## config.mk

```make
export PLATFORM = sky130hd
export DESIGN_NAME = reg_xfer_seq
export DESIGN_NICKNAME = d
export VERILOG_FILES = /design/src/rtl/reg_xfer_seq.sv
export SDC_FILE = /design/constraint.sdc
export NUM_CORES = 1
export LEC_CHECK = 0
export BUFFER_PORTS_ARGS = -buffer_cell sky130_fd_sc_hd__buf_2
export CORE_MARGIN = 5
export CORE_UTILIZATION = 50
export CTS_CLUSTER_DIAMETER = 100
export DETAILED_ROUTE_END_ITERATION = 8
export PLACE_DENSITY_LB_ADDON = 0.3
export SETUP_SLACK_MARGIN = 0.3
export SKIP_CTS_REPAIR_TIMING = 1
export SYNTH_ARGS = -nofsm -noshare
export SYNTH_HDL_FRONTEND = slang
export SYNTH_SLANG_ARGS = --single-unit
```

## constraint.sdc

```tcl
create_clock -name CLK -period 4.05 [get_ports CLK]
set_clock_uncertainty 0.1 [all_clocks]
set_input_delay 0.405 -clock CLK [delete_from_list [all_inputs] [get_ports CLK]]
set_output_delay 0.405 -clock CLK [all_outputs]
set_load 0.01 [all_outputs]
```

## src/rtl/reg_xfer_seq.sv

```systemverilog
// Register-to-register transfer sequencer that moves data through the accumulator.
// Supports MOVE, SWAP and CLEAR operations and always restores the accumulator afterwards.
module reg_xfer_seq #(
    parameter int             RAW      = 4,
    parameter logic [RAW-1:0] ACC_ADDR = 4'b1110
) (
    input  logic           CLK,
    input  logic           Reset,
    input  logic           Start,
    input  logic [1:0]     Op,
    input  logic [RAW-1:0] Rs,
    input  logic [RAW-1:0] Rd,
    input  logic [7:0]     ACCRead,
    input  logic [7:0]     ReadDataOut,
    output logic [RAW-1:0] ReadAddr,
    output logic           ReadRegEn,
    output logic [RAW-1:0] RegWriteAddr,
    output logic           WriteRegEn,
    output logic           WriteACCEn,
    output logic [7:0]     ACCWrite,
    output logic           Busy,
    output logic           Done,
    output logic           Err
);

    localparam logic [1:0] OP_MOVE  = 2'b00;
    localparam logic [1:0] OP_SWAP  = 2'b01;
    localparam logic [1:0] OP_CLEAR = 2'b10;
    localparam logic [1:0] OP_RSVD  = 2'b11;

    typedef enum logic [3:0] {
        IDLE,
        RDTMP,
        LOADA,
        STORE1,
        LOADT,
        STORE2,
        RESTORE,
        DONE,
        ERR
    } state_t;

    state_t         state_q, state_d;
    logic [1:0]     op_q, op_d;
    logic [RAW-1:0] rs_q, rs_d;
    logic [RAW-1:0] rd_q, rd_d;
    logic [7:0]     save_acc_q, save_acc_d;
    logic [7:0]     tmp_q, tmp_d;
    logic           reject;

    always_ff @(posedge CLK) begin
        if (Reset) begin
            state_q    <= IDLE;
            op_q       <= '0;
            rs_q       <= '0;
            rd_q       <= '0;
            save_acc_q <= '0;
            tmp_q      <= '0;
        end else begin
            state_q    <= state_d;
            op_q       <= op_d;
            rs_q       <= rs_d;
            rd_q       <= rd_d;
            save_acc_q <= save_acc_d;
            tmp_q      <= tmp_d;
        end
    end

    // CLEAR never reads Rs, so an accumulator source address only matters for MOVE/SWAP.
    assign reject = (Op == OP_RSVD)
                 || (((Op == OP_MOVE) || (Op == OP_SWAP)) && (Rs == ACC_ADDR))
                 || (Rd == ACC_ADDR);

    always_comb begin
        state_d    = state_q;
        op_d       = op_q;
        rs_d       = rs_q;
        rd_d       = rd_q;
        save_acc_d = save_acc_q;
        tmp_d      = tmp_q;

        case (state_q)
            IDLE: begin
                if (Start) begin
                    op_d       = Op;
                    rs_d       = Rs;
                    rd_d       = Rd;
                    save_acc_d = ACCRead;
                    if (reject)
                        state_d = ERR;
                    else if (Op == OP_SWAP)
                        state_d = RDTMP;
                    else
                        state_d = LOADA;
                end
            end
            RDTMP: begin
                tmp_d   = ReadDataOut;
                state_d = LOADA;
            end
            LOADA:   state_d = STORE1;
            STORE1:  state_d = (op_q == OP_SWAP) ? LOADT : RESTORE;
            LOADT:   state_d = STORE2;
            STORE2:  state_d = RESTORE;
            RESTORE: state_d = DONE;
            DONE:    state_d = IDLE;
            ERR:     state_d = IDLE;
            default: state_d = IDLE;
        endcase
    end

    // Outputs depend on state only (plus the read-data passthrough while loading the accumulator).
    always_comb begin
        ReadAddr     = '0;
        ReadRegEn    = 1'b0;
        RegWriteAddr = '0;
        WriteRegEn   = 1'b0;
        WriteACCEn   = 1'b0;
        ACCWrite     = 8'h00;
        Done         = 1'b0;
        Err          = 1'b0;

        case (state_q)
            RDTMP: begin
                ReadAddr  = rd_q;
                ReadRegEn = 1'b1;
            end
            LOADA: begin
                WriteACCEn = 1'b1;
                if (op_q != OP_CLEAR) begin
                    ReadAddr  = rs_q;
                    ReadRegEn = 1'b1;
                    ACCWrite  = ReadDataOut;
                end
            end
            STORE1: begin
                WriteRegEn   = 1'b1;
                RegWriteAddr = rd_q;
            end
            LOADT: begin
                WriteACCEn = 1'b1;
                ACCWrite   = tmp_q;
            end
            STORE2: begin
                WriteRegEn   = 1'b1;
                RegWriteAddr = rs_q;
            end
            RESTORE: begin
                WriteACCEn = 1'b1;
                ACCWrite   = save_acc_q;
            end
            DONE:    Done = 1'b1;
            ERR:     Err  = 1'b1;
            default: ;
        endcase
    end

    assign Busy = (state_q != IDLE);

endmodule

```

# --- After elaboration in Yosys (flattened, before gate mapping) ---
# Index checks and enable logic that the tools add are counted.
word_totals:
  regBits: 30
  wordCells: 47
op_classes:
  eq_ne: 15
  muxes: 16
  n_reduce_logical: 10
ops:
  columns: ["operator", "count"]
  rows:
  - ["$pmux 4 s7", 1]
  - ["$pmux 8 s3", 1]
  - ["$eq 4x3->1 const B", 4]
  - ["$pmux 4 s2", 2]
  - ["$eq 4x4->1 const B", 3]
  - ["$mux 4", 3]
  - ["$eq 4x2->1 const B", 2]
  - ["$mux 8", 1]
  - ["$mux 1", 5]
  - ["$eq 2x1->1 const B", 2]
  - ["$eq 4x1->1 const B", 1]
  - ["$logic_not 4->1", 1]
  - ["$mux 2", 2]
  - ["$ne 2x2->1 const B", 2]
  - ["$reduce_bool 4->1", 1]
  - ["$logic_or 1x1->1", 3]
  - ["$reduce_or 3->1", 1]
  - ["$eq 2x2->1 const B", 1]
  - ["$logic_not 2->1", 1]
  - ["$pmux 1 s2", 1]
  - ["$reduce_and 2->1", 1]
  - ["$reduce_or 2->1", 1]
  - ["$logic_and 1x1->1", 1]

# --- Depth between registers and ports, before layout ---
depth:
  word_depth: 8
  mapped_depth: 7

# --- Least setup slack after synthesis ---
# No wires, ideal clock.
synth_path:
  path_kind: "reg2out"
  from: "reg op_q[0]"
  to: "out ACCWrite[2]"
  arrival_ns: 1.276
  t_required_ns: 3.545
  setup_slack_ns: 2.269
  stages_incl_launch_ff: 6
  path_cell_list: "dfxtp_1 -> inv_1 -> a2111oi_2 -> buf_2 -> a222oi_1 -> inv_1"
synth_between:
  elab_chain_len: 3
synth_rtl:
  columns: ["item", "line", "source"]
  rows:
  - ["start: declaration", "44", "logic [1:0] op_q, op_d;"]
  - ["start signal: assignment", "61", "op_q <= op_d;"]
  - ["$ne 2x2->1", "130", "if (op_q != OP_CLEAR) begin"]
  - ["$mux 8", "130", null]
  - ["$pmux 8 s3", "123", "case (state_q)"]
  - ["end: declaration", "20", "output logic [7:0] ACCWrite,"]
# Every way passes these cells.

# --- Worst setup path after layout ---
layout_path:
  from: "reg state_q[1]"
  to: "out ACCWrite[4]"
layout_between:
  elab_chain_len: 2
layout_rtl:
  columns: ["item", "line", "source"]
  rows:
  - ["start: declaration", "43", "state_t state_q, state_d;"]
  - ["start signal: assignment", "60", "state_q <= state_d;"]
  - ["$eq 4x3->1 or $eq 4x2->1 (tied branches)", "123", null]
  - ["$pmux 8 s3 (*)", "123", null]
# Mark *: on every way between the ends. The rest lies on a longest branch, timed or not.

==> results.json <==
{
  "status": "finished, final reports clean",
  "combPwrFrac_pct": 22.5,
  "die_h_um": 65.0,
  "grt_overflow": 0,
  "clock_latency_ps": 330,
  "muxShareOfSynthArea_pct": 0,
  "max_slew_margin_pct": 23.3,
  "grtUsageTotal_pct": 18.5,
  "clockBufferDepth": 2,
  "synth-compound-area-share_pct": 23.6,
  "grt_pass1_wl_um": 6090,
  "synth_largest_area_cell": "dfxtp_1",
  "worst_pin_slew_ps": 1150,
  "required_ps": 3540,
  "fillCellCount": 289,
  "cts_inserted_buffers": 5,
  "post-place-ws_ps": 1510,
  "max_freq_mhz": 345,
  "finalSetupTns_ps": 0,
  "critPathMaxFanout": 13,
  "grt_max_degree": 30,
  "vias": 1471,
  "path_class": "reg -> out",
  "clkTransAtPathRegs_ps": 90,
  "diodes": 0,
  "start_util_pct": 50.8,
  "fin_hold_ws_ps": 202,
  "gp_congestion": 0.779,
  "cts_tree": "yes",
  "syn_to_final_growth_pct": 17.8,
  "io_pins": 51,
  "finalCritPeriodShare_pct": 71.6,
  "setup_viol": 0,
  "ys.flop_type": "dfxtp_1",
  "antenna_found_initial": 0,
  "fin_nets": 265,
  "async_flop_share_pct": 0,
  "startpoint_type": "flop",
  "ys_warn_count": 0,
  "synth_top_family_by_area": "simple AND/OR/NAND/NOR gates",
  "die_x_um": 65.0,
  "dieArea_mm2": 0.00422,
  "pwr-share-seq_pct": 50.4,
  "synthTopCellsByCount": "55 x nand2_1, 30 x dfxtp_1, 22 x a21oi_1",
  "p_switching_w": 0.000215,
  "cts.sink_count": 30,
  "pwr-share-clk_pct": 27.2,
  "hold_viol_final": 0,
  "power_w": 0.000680,
  "p_per_area_mw_per_mm2": 382,
  "synth_seq_cells": 30,
  "ir_drop_mv": 0.203,
  "synth-simple-area-share_pct": 27.4,
  "routedWlPerCell_um": 13.8,
  "grt_pass1_vias": 1359,
  "htreeDepth": 2,
  "synthTopCellsByArea": "dfxtp_1 40%, nand2_1 14%, a21oi_1 7.3%, a222oi_1 5.3%, nor2_1 3.2%",
  "end_kind": "output pin",
  "viasPerCell": 5.45,
  "synthXorXnorAreaFrac_pct": 0.579,
  "synth-edff-count": 0,
  "port_buffers": 50,
  "yosysSeqAreaShare_pct": 39.7,
  "row_count": 20,
  "routed_wl_um": 3720,
  "drc_errors": 0,
  "switching_share_pct": 31.6,
  "fin_ws_ps": 1150,
  "intPower_w": 0.000466,
  "rsz0062_at_grt": "no",
  "hold_path.class": "in -> reg",
  "syn_area_per_cell_um2": 7.91,
  "ctsRootBufferMaster": "clkbuf_4",
  "synthAdderAreaFrac_pct": 0,
  "final_max_slew_viol_count": 0,
  "ys_types": 34,
  "ant_nets": 0,
  "yosysMostFrequentCell": "nand2_1",
  "total_leakage_power_nw": 0.816,
  "post-synth-top-area-fraction_pct": 39.7,
  "design.core.area_mm2": 0.00298,
  "netlist_instances": 191,
  "dpl.hpwl_um": 2640,
  "drive_gt1_share_pct": 28.7,
  "syn-num-nets": 220,
  "cap_viol_max_count": 0,
  "cp.arrival_ps": 2400,
  "first_pass_iters": 4,
  "syn_area_mm2": 0.00151,
  "drtIter0Drc": 86,
  "fin_crit_ps": 2900
}
-- final cells by class --
| cell class | instances | area [um^2] | share of cell area (%) |
|---|---|---|---|
| multi-input combinational | 137 | 779 | 43.8 |
| inverter | 11 | 41.3 | 2.32 |
| clock buffer | 7 | 55.1 | 3.09 |
| timing repair buffer | 51 | 258 | 14.5 |
| sequential | 30 | 601 | 33.7 |
| clock inverter | 1 | 5.00 | 0.281 |
| tap | 33 | 41.3 | 2.32 |
-- registers in the layout (all words and copies together), names as in the netlist --
name / cells
op_q: 2
rd_q: 4
state_q: 4
tmp_q: 8
rs_q: 4
save_acc_q: 8
-- through the flow --
| stage | util, % | cells | instance area [um^2] |
|---|---|---|---|
| 2_1_floorplan | - | 191 | 1510 |
| 3_3_place_gp | 57.8 | 262 | 1720 |
| 3_5_place_dp | 57.8 | 262 | 1720 |
| 4_1_cts | 59.8 | 270 | 1780 |
| 5_1_grt | 59.8 | 270 | 1780 |
| 6_report | 59.8 | 270 | 1780 |
-- worst max-delay path, stage by stage, from the launching register on --
cell	delay, ps
dfxtp_1	640
nand2b_1	200
a2111oi_2	620
buf_4	280
a222oi_1	110
inv_1	90
buf_2	130
-- final timing paths --
path | start | to | slack [ps] | cells past startpoint
max reg2reg | state_q[0]$_SDFFE_PP0P_ | tmp_q[7]$_SDFFE_PP0N_ | 2000 | 3
max | state_q[1]$_SDFFE_PP0P_ | ACCWrite[4] | 1150 | 6
min | ACCRead[0] | save_acc_q[0]$_SDFFE_PP0P_ | 200 | 3
min reg2reg | save_acc_q[0]$_SDFFE_PP0P_ | save_acc_q[0]$_SDFFE_PP0P_ | 360 | 2
-- per-layer routing --
metal | wire length (um) | share of wire (%) | GRT usage, %
met3 | 210 | 5.6 | 4.33
met1 | 1690 | 45 | 23.5
met4 | 56 | 1.5 | 7.92
met2 | 1760 | 47 | 29.9
met5 | 0 | 0 | 0
-- power by group through the flow --
stage / sequential, W / clock (W) / combinational [W]
floorplan: 0.000338 / 0 / 0.000124
global placement: 0.000349 / 0 / 0.000153
detailed placement: 0.000349 / 0 / 0.000153
CTS: 0.000342 / 0.000187 / 0.000153
global route: 0.000347 / 0.000198 / 0.000172
finish: 0.000343 / 0.000185 / 0.000153
-- cells in the final DEF, fill, tap and decap left out, types with 3 or more instances in the layout --
cell type,instances
nand2_1,55
buf_2,50
dfxtp_1,30
a21oi_1,22
nor2_1,13
inv_1,11
a222oi_1,8
clkbuf_4,5
nand2b_1,4
a22o_1,4
a22oi_1,4
a21oi_2,4
nor2b_1,3
nor3_1,3
-- kinds of logic after synthesis --
family	Yosys count
and+or+nand+nor	87
AOI/OAI and AO/OA	49
DFF	30
buffers and inverters	24
xor gates and xnor gates	1
Note: power is estimated with default switching activity, not from simulation.
